$ cat src/rtl/prco_fetch.sv
// -----------------------------------------------------------------------------
// prco_fetch -- instruction fetch unit for the PRCO core.
//
// Walks a word-addressed program counter, issues one instruction-memory read
// at a time, and hands each returned word to the decoder with a one-cycle
// q_ce strobe. A redirect (i_jump) either restarts the fetch at once or, when
// a read is already in flight, marks that read to be discarded on return.
//
// Optional feature (macro PRCO_FETCH_TIMEOUT_EN):
//   defined   -> a 4-bit watchdog counts WAIT cycles; 15 cycles without
//                i_mem_valid sets the sticky q_fault and parks the unit in
//                IDLE until reset.
//   undefined -> no watchdog, q_fault is constant 0, WAIT may last forever.
//
// Ports:
//   i_clk        in   1  clock, all state on posedge
//   i_reset      in   1  synchronous active-high reset
//   i_en         in   1  fetch enable, gates new requests from IDLE/HOLD
//   i_fetch      in   1  decoder pulse: fetch next instruction (HOLD only)
//   i_jump       in   1  redirect strobe
//   i_jump_addr  in  16  redirect target word address
//   q_mem_addr   out 16  instruction memory word address
//   q_mem_re     out  1  one-cycle read strobe per request
//   i_mem_data   in  16  read data, qualified by i_mem_valid
//   i_mem_valid  in   1  read data valid
//   q_instr      out 16  instruction word for the decoder
//   q_ce         out  1  one-cycle pulse: q_instr is new
//   q_pc         out 16  word address of the word in q_instr
//   q_fault      out  1  sticky fetch timeout flag
// -----------------------------------------------------------------------------
module prco_fetch (
  input  logic        i_clk,
  input  logic        i_reset,
  input  logic        i_en,
  input  logic        i_fetch,
  input  logic        i_jump,
  input  logic [15:0] i_jump_addr,
  output logic [15:0] q_mem_addr,
  output logic        q_mem_re,
  input  logic [15:0] i_mem_data,
  input  logic        i_mem_valid,
  output logic [15:0] q_instr,
  output logic        q_ce,
  output logic [15:0] q_pc,
  output logic        q_fault
);

  typedef enum logic [2:0] {
    ST_IDLE  = 3'd0,
    ST_REQ   = 3'd1,
    ST_WAIT  = 3'd2,
    ST_ISSUE = 3'd3,
    ST_HOLD  = 3'd4
  } state_t;

  state_t      state_r;
  logic [15:0] r_pc;    // address of the next word to request
  logic        r_drop;  // in-flight read belongs to a pre-jump address
  logic        fault_s; // unit is locked out by a fetch timeout

`ifdef PRCO_FETCH_TIMEOUT_EN
  logic [3:0]  tmo_cnt_r;
  logic        fault_r;

  assign fault_s = fault_r;
  assign q_fault = fault_r;
`else
  assign fault_s = 1'b0;
  assign q_fault = 1'b0;
`endif

  // Fetch FSM: state, program counter and all registered outputs.
  always_ff @(posedge i_clk) begin
    if (i_reset) begin
      state_r    <= ST_IDLE;
      r_pc       <= 16'h0000;
      r_drop     <= 1'b0;
      q_pc       <= 16'h0000;
      q_instr    <= 16'h0000;
      q_ce       <= 1'b0;
      q_mem_re   <= 1'b0;
      q_mem_addr <= 16'h0000;
`ifdef PRCO_FETCH_TIMEOUT_EN
      tmo_cnt_r  <= 4'd0;
      fault_r    <= 1'b0;
`endif
    end else begin
      // Strobes are single-cycle unless a branch below re-asserts them.
      q_mem_re <= 1'b0;
      q_ce     <= 1'b0;

      case (state_r)
        ST_IDLE: begin
          if (fault_s) begin
            state_r <= ST_IDLE;
          end else if (i_jump) begin
            r_pc       <= i_jump_addr;
            q_mem_addr <= i_jump_addr;
            q_mem_re   <= 1'b1;
            state_r    <= ST_REQ;
          end else if (i_en) begin
            q_mem_addr <= r_pc;
            q_mem_re   <= 1'b1;
            state_r    <= ST_REQ;
          end else begin
            state_r <= ST_IDLE;
          end
        end

        ST_REQ: begin
          // The read goes out this cycle regardless, so a jump here can only
          // mark its response for discard.
          if (i_jump) begin
            r_drop <= 1'b1;
            r_pc   <= i_jump_addr;
          end else begin
            r_drop <= r_drop;
          end
`ifdef PRCO_FETCH_TIMEOUT_EN
          tmo_cnt_r <= 4'd0;
`endif
          state_r <= ST_WAIT;
        end

        ST_WAIT: begin
          if (i_mem_valid) begin
            if (i_jump) begin
              // Response and redirect coincide: the read is complete, so the
              // data is discarded and the new target is requested directly.
              r_drop     <= 1'b0;
              r_pc       <= i_jump_addr;
              q_mem_addr <= i_jump_addr;
              q_mem_re   <= 1'b1;
              state_r    <= ST_REQ;
            end else if (r_drop) begin
              r_drop     <= 1'b0;
              q_mem_addr <= r_pc;
              q_mem_re   <= 1'b1;
              state_r    <= ST_REQ;
            end else begin
              q_instr <= i_mem_data;
              q_pc    <= r_pc;
              r_pc    <= r_pc + 16'd1;
              q_ce    <= 1'b1;
              state_r <= ST_ISSUE;
            end
          end else begin
            if (i_jump) begin
              r_drop <= 1'b1;
              r_pc   <= i_jump_addr;
            end else begin
              r_drop <= r_drop;
            end
`ifdef PRCO_FETCH_TIMEOUT_EN
            // Count 14 means this is the 15th silent WAIT cycle.
            tmo_cnt_r <= tmo_cnt_r + 4'd1;
            if (tmo_cnt_r == 4'd14) begin
              fault_r <= 1'b1;
              r_drop  <= 1'b0;
              state_r <= ST_IDLE;
            end else begin
              fault_r <= fault_r;
            end
`endif
          end
        end

        ST_ISSUE: begin
          // q_ce was raised on entry and fires this cycle even on a jump.
          if (i_jump) begin
            r_pc       <= i_jump_addr;
            q_mem_addr <= i_jump_addr;
            q_mem_re   <= 1'b1;
            state_r    <= ST_REQ;
          end else begin
            state_r <= ST_HOLD;
          end
        end

        ST_HOLD: begin
          if (i_jump) begin
            r_pc       <= i_jump_addr;
            q_mem_addr <= i_jump_addr;
            q_mem_re   <= 1'b1;
            state_r    <= ST_REQ;
          end else if (i_fetch) begin
            if (i_en) begin
              q_mem_addr <= r_pc;
              q_mem_re   <= 1'b1;
              state_r    <= ST_REQ;
            end else begin
              state_r <= ST_IDLE;
            end
          end else begin
            state_r <= ST_HOLD;
          end
        end

        default: begin
          state_r <= ST_IDLE;
        end
      endcase
    end
  end

endmodule

$ cat config.mk
export PLATFORM = sky130hd
export DESIGN_NAME = prco_fetch
export DESIGN_NICKNAME = d
export VERILOG_FILES = /design/src/rtl/prco_fetch.sv
export SDC_FILE = /design/constraint.sdc
export NUM_CORES = 1
export LEC_CHECK = 0
export CAP_MARGIN = 20
export CORE_AREA = 8 8 71 135
export CTS_CLUSTER_DIAMETER = 60
export CTS_CLUSTER_SIZE = 14
export DETAILED_ROUTE_END_ITERATION = 10
export DIE_AREA = 0 0 79 143
export PLACE_DENSITY = 0.73
export RECOVER_POWER = 100
export REMOVE_ABC_BUFFERS = 1
export SYNTH_ARGS = -nofsm -noshare
export SYNTH_HDL_FRONTEND = slang
export SYNTH_SLANG_ARGS = --single-unit
$ cat constraint.sdc
create_clock -name i_clk -period 3.2 [get_ports i_clk]
set_clock_uncertainty 0.15 [all_clocks]
set_input_delay 0.8 -clock i_clk [delete_from_list [all_inputs] [get_ports i_clk]]
set_output_delay 0.8 -clock i_clk [all_outputs]
set_load 0.02 [all_outputs]
==> reports/qor.txt, run 1 <==
Status: finished clean
Final ANT Viol Nets: 0
Sink Count: 70
Total track usage: 16.7%
WP depth: 8
Max FO, Critical Path: 33
Seq cells post-synth: 70
Share of cells above drive strength 1: 11.4%
Yosys top cell area share: 40.7%
Synth Flop Type: dfxtp_1
Latest clock arrival within the worst-skew pair: 340 ps
Mapped cell area: 3440 sq um
Initial DRC count: 220
Largest net degree at the start of global routing: 34
Initial Util: 44.0%
Commonest non-fill, non-tap cell in the layout: nand2_1
Vias per Instance: 5.40
Vias: 3,122
Final WS setup: 481 ps
Hold Path Stages: 2
Min cycle time layout: 2720 ps
Slowest-stage cell, CP: dlygate4sd3_1
Die Area: 11,300 sq um
Bufs and invs on worst path: 3
Power Density: 538 nW/um^2
Row Count: 46
FF-to-FF path depth: 5
Root Buffer Master: clkbuf_16
Met2 Wirelength: 4130 microns
Unique cell type count in the Yosys netlist: 61
Final setup viols: 0
Peak supply drop: 0.337 mV
Post-CTS Hold Buffers: 0
GPL Wtd Cong: 0.833
Fmax: 368 MHz
Startpoint Class: primary input
CP required: 3290 ps
Initial antenna violation count: 0
Slew HR: 52.9%
Max incr delay on CP: 560 ps
Routed WL: 9080 microns
Most frequent cells in the layout: 77 x nand2_1, 70 x dfxtp_1, 52 x dlygate4sd3_1
EDFF count, synth: 0
Leak: 1.77 nW
Port bufs: 87
Pre-antenna DRT Iters: 4
Setup WS pre-CTS: 329 ps
Max Used Layer: met4
Core Footprint: 7830 sq um
H-tree Lvls: 3
Family with the most delay on the worst path: buffers and inverters
Die Ht: 143 microns
Ys Warns: 0
RSZ-0062 raised after global routing: no
Max-cap viol count: 0
WL/cell: 15.7 microns
CTS tree: done
Critical path type: primary input to flip-flop
Hold Crit Class: flip-flop to flip-flop
Clock Path Buffers: 2
# IOs: 89
Syn Inst Count: 399
# DRC: 0
Die W: 79 microns
M1 WL: 4040 microns
Final slew viol count: 0
Top cells by area, synth: dfxtp_1 41%, nand2_1 8.4%, a21oi_1 7.3%
Post-synth top area cell: dfxtp_1
DP Wirelength: 6210 microns
Hold_ws: 297 ps
First-pass GRT wire length: 15,100 microns
Critical-path cell list: dlygate4sd3_1 -> buf_4 -> o21a_1 -> o21ai_0 -> a21oi_4 -> buf_12 -> nor2_1 -> a211oi_1
Resize count post-CTS: 0
Nature of the critical path endpoint: flip-flop
CP arrival: 2810 ps
Setup tns final: 0 ps
Synth-to-layout area growth: 31.7%
Sequential element share of the synthesized area: 40.7%
Async set or reset register ratio after synthesis: 0%
Final period util: 85.0%
Vias in the first global route: 3,037
Antenna diode count: 0
# Post-CTS Setup Buffers: 0
Final hold vios: 0
Nets: 516
Total gr overflow: 0
Clock Pin Slew Worst Setup and Hold Paths: 50 ps
Clock buffer count from CTS: 9
Met3 WL: 698 microns
Post-layout power: 2.44 mW
Post-Syn Area per Cell: 8.62 sq um
Worst-Margin Slew: 706 ps
[worst paths after layout]
path	from	end	slack [ps]
worst max-delay path	i_jump	q_mem_addr[15]$_SDFFE_PP0P_	480
worst min-delay path	q_instr[9]$_SDFFE_PP0P_	q_instr[9]$_SDFFE_PP0P_	300
worst max register to register	state_r[1]$_SDFFE_PP0N_	q_pc[5]$_SDFFE_PP0P_	980
worst min register to register	q_instr[9]$_SDFFE_PP0P_	q_instr[9]$_SDFFE_PP0P_	300
[power breakdown]
group	switching, mW	total (mW)	internal, mW
combinational	0.235	0.439	0.204
clock	0.362	1.00	0.641
sequential	0.0616	0.995	0.933
total	0.658	2.44	1.78
[synthesized netlist by cell type, types with 4 or more instances]
cell	instances
clkbuf_8	4
a211oi_2	16
dfxtp_1	70
a21oi_1	50
mux2i_1	18
o32ai_1	4
nor4_1	6
buf_2	6
nor2_1	15
nor3_1	7
buf_6	6
clkbuf_1	13
o21ai_1	5
nand2_1	77
o21ai_0	6
inv_1	8
and3_1	5
nor2_2	15
nand4_1	4
nand3_1	8
[routing by layer]
metal  vias up  track usage [%]
li1       1571                -
met5         -                0
met1      1430             20.2
met4         0             6.78
met2       108             26.2
met3        13             5.67
[cell type report]
type	count	area [sq um]
fillers	757	3300
multi-input cells	287	1710
flip-flops and latches	70	1400
repair buffers	100	966
clock buffers	12	256
well taps	96	120
clock inverters	4	45.0
inverters	9	33.8
[sequential cells by signal, summed over array words and instances (netlist names)]
register and flops:
q_instr 16, q_mem_addr 16, q_pc 16, r_pc 16
state_r 3, q_ce 1, q_mem_re 1, r_drop 1
[worst register-to-register path, cell delays in order (launching register included)]
cell       delay (ps)
dfxtp_1           620
nand4bb_1         230
or3_1             340
clkbuf_2          430
nand2_1           230
a21oi_1            90
[cells by family after synthesis]
logic type	share of synthesized area, %
flip-flops	40.7
multiplexers	5.67
AO/OA/AOI/OAI	23.2
buffers and inverters	7.93
XOR/XNOR	0.255
adder cells (fa/ha/maj)	0.364
AND/OR/NAND/NOR	21.8
other	0.109
[through the flow]
stage / util [%] / cells / cell area, sq um
after floorplan: - / 366 / 3200
after CTS: 58.9 / 578 / 4610
final: 57.9 / 578 / 4530
after detailed placement: 55.1 / 562 / 4310
after global routing: 57.9 / 578 / 4530
after global placement: 55.1 / 562 / 4310
Note: power is estimated with default switching activity, not from simulation.
==> run 2: changes to the inputs <==
--- a/config.mk
+++ b/config.mk
@@ -6,12 +6,12 @@
 export NUM_CORES = 1
 export LEC_CHECK = 0
 export CAP_MARGIN = 20
-export CORE_AREA = 8 8 71 135
+export CORE_AREA = 8 8 72 137
 export CTS_CLUSTER_DIAMETER = 60
 export CTS_CLUSTER_SIZE = 14
 export DETAILED_ROUTE_END_ITERATION = 10
-export DIE_AREA = 0 0 79 143
-export PLACE_DENSITY = 0.73
+export DIE_AREA = 0 0 80 145
+export PLACE_DENSITY = 0.74
 export RECOVER_POWER = 100
 export REMOVE_ABC_BUFFERS = 1
 export SYNTH_ARGS = -nofsm -noshare
==> constraint.sdc (replaced) <==
create_clock -name i_clk -period 2.2 [get_ports i_clk]
set_clock_uncertainty 0.15 [all_clocks]
set_input_delay 0.55 -clock i_clk [delete_from_list [all_inputs] [get_ports i_clk]]
set_output_delay 0.55 -clock i_clk [all_outputs]
set_load 0.02 [all_outputs]
==> run 2 against run 1 <==
Compared with the run above:
- clock-buffer cell count up 1
- critical path depth fell by 7
- utilization is 1.6 points higher
- non-clock buffer count is 23 higher
- hold slack worse by 0.86 ps
- register-to-register slack lost 690 ps
- via count up 4.4%
- design area rose by 6.5%
- die area up 2.7%
- largest power group unchanged
- highest routed layer unchanged
==> reports/qor.txt, run 2 (synthesis results as in run 1) <==
Max FO, Critical Path: 2
Routed WL: 9380 microns
Hold Crit Class: flip-flop to flip-flop
Slowest-stage cell, CP: dlygate4sd3_1
Die W: 80 microns
Startpoint Class: flip-flop
Fmax: 478 MHz
H-tree Lvls: 3
Leak: 1.90 nW
Register-to-register setup slack: 290 ps
Hold Crit Start: q_instr[15]$_SDFFE_PP0P_
Pre-antenna DRT Iters: 4
Row Count: 47
Clock Pin Slew Worst Setup and Hold Paths: 50 ps
Sink Count: 70
Placed Instance Area: 4550 sq um
Max incr delay on CP: 710 ps
Synth-to-layout area growth: 40.3%
FF-to-FF path depth: 7
Critical path type: flip-flop to primary output
Nature of the critical path endpoint: primary output
Family with the most delay on the worst path: buffers and inverters
Worst flop-to-flop path endpoint: q_mem_addr[3]$_SDFFE_PP0P_
Final ANT Viol Nets: 0
Final period util: 95.2%
Root Buffer Master: clkbuf_16
Vias per Instance: 5.40
Worst-Margin Slew: 503 ps
Port bufs: 87
Die Area: 11,600 sq um
WL/cell: 15.6 microns
Post-layout power: 3.65 mW
Final hold vios: 0
Peak supply drop: 0.611 mV
Final Util: 59.5%
# IOs: 89
Vias: 3,259
CP arrival: 1390 ps
Min cycle time layout: 2090 ps
CP required: 1500 ps
Largest net degree at the start of global routing: 34
Latest clock arrival within the worst-skew pair: 340 ps
Core Footprint: 8120 sq um
Hold Path End: q_instr[15]$_SDFFE_PP0P_
GPL Wtd Cong: 0.909
Max-cap viol count: 0
Clock Path Buffers: 2
Nets: 539
Share of cells above drive strength 1: 18.0%
Vias in the first global route: 3,194
Bufs and invs on worst path: 1
Initial DRC count: 199
Power Density: 756 nW/um^2
DP Wirelength: 6780 microns
RSZ-0062 raised after global routing: no
Clock buffer count from CTS: 9
Hold Path Stages: 2
Final setup viols: 0
CTS tree: done
Worst flop-to-flop path startpoint: state_r[1]$_SDFFE_PP0N_
Most frequent cells in the layout: 77 x nand2_1, 70 x dfxtp_1, 50 x a21oi_1, 50 x dlygate4sd3_1, 36 x clkdlybuf4s50_1
Fin area: 4830 sq um
Antenna diode count: 0
Initial antenna violation count: 0
Slew HR: 66.5%
Initial Util: 42.4%
Total track usage: 16.3%
Critical-path cell list: dlygate4sd3_1
Die Ht: 145 microns
Setup tns final: 0 ps
Total gr overflow: 0
Commonest non-fill, non-tap cell in the layout: nand2_1
# DRC: 0
First-pass GRT wire length: 15,400 microns
Status: finished clean
Final slew viol count: 0
run 2: layout make-up:
class	count	area, sq um
fill	742	3290
multi-input combinational	287	1770
sequential	70	1400
timing repair buffer	123	1190
clock buffer	13	260
tap	98	123
clock inverter	3	42.5
inverter	9	33.8
run 2: stage by stage:
stage	hold WS, ps	std cells	worst slack, ps
finish	297	603	106
global route	314	603	21.2
CTS	303	603	104
detailed placement	296	587	-247
global placement	291	587	-213
floorplan	310	366	-631
run 2: report_power, final:
group          total [mW]  switching (mW)  internal (mW)
registers            1.44          0.0799           1.36
logic               0.741           0.386          0.356
clock network        1.47           0.530          0.937
run 2: routing by layer:
metal,part of all wire (%),GRT usage (%)
met5,0,0
met4,2.1,7.43
met3,7.6,4.15
met2,47,25.8
met1,43,19.9
run 2: what timing repair did:
action	CTS	global route
buffers inserted	0	0
gates resized for setup	0	1
setup endpoints to repair	0	2
hold buffers	0	0
run 2: how the worst max path moves through the flow:
stage | from | to | cells after the start | slack, ps
final | q_mem_addr[7]$_SDFFE_PP0P_ | q_mem_addr[7] | 1 | 110
after floorplan | state_r[0]$_SDFFE_PP0N_ | q_instr[0]$_SDFFE_PP0P_ | 4 | -630
after global routing | i_mem_valid | r_pc[14]$_SDFFE_PP0P_ | 7 | 20
after detailed placement | i_jump | r_pc[8]$_SDFFE_PP0P_ | 6 | -250
after global placement | i_jump | r_pc[14]$_SDFFE_PP0P_ | 6 | -210
after CTS | i_jump | r_pc[8]$_SDFFE_PP0P_ | 6 | 100
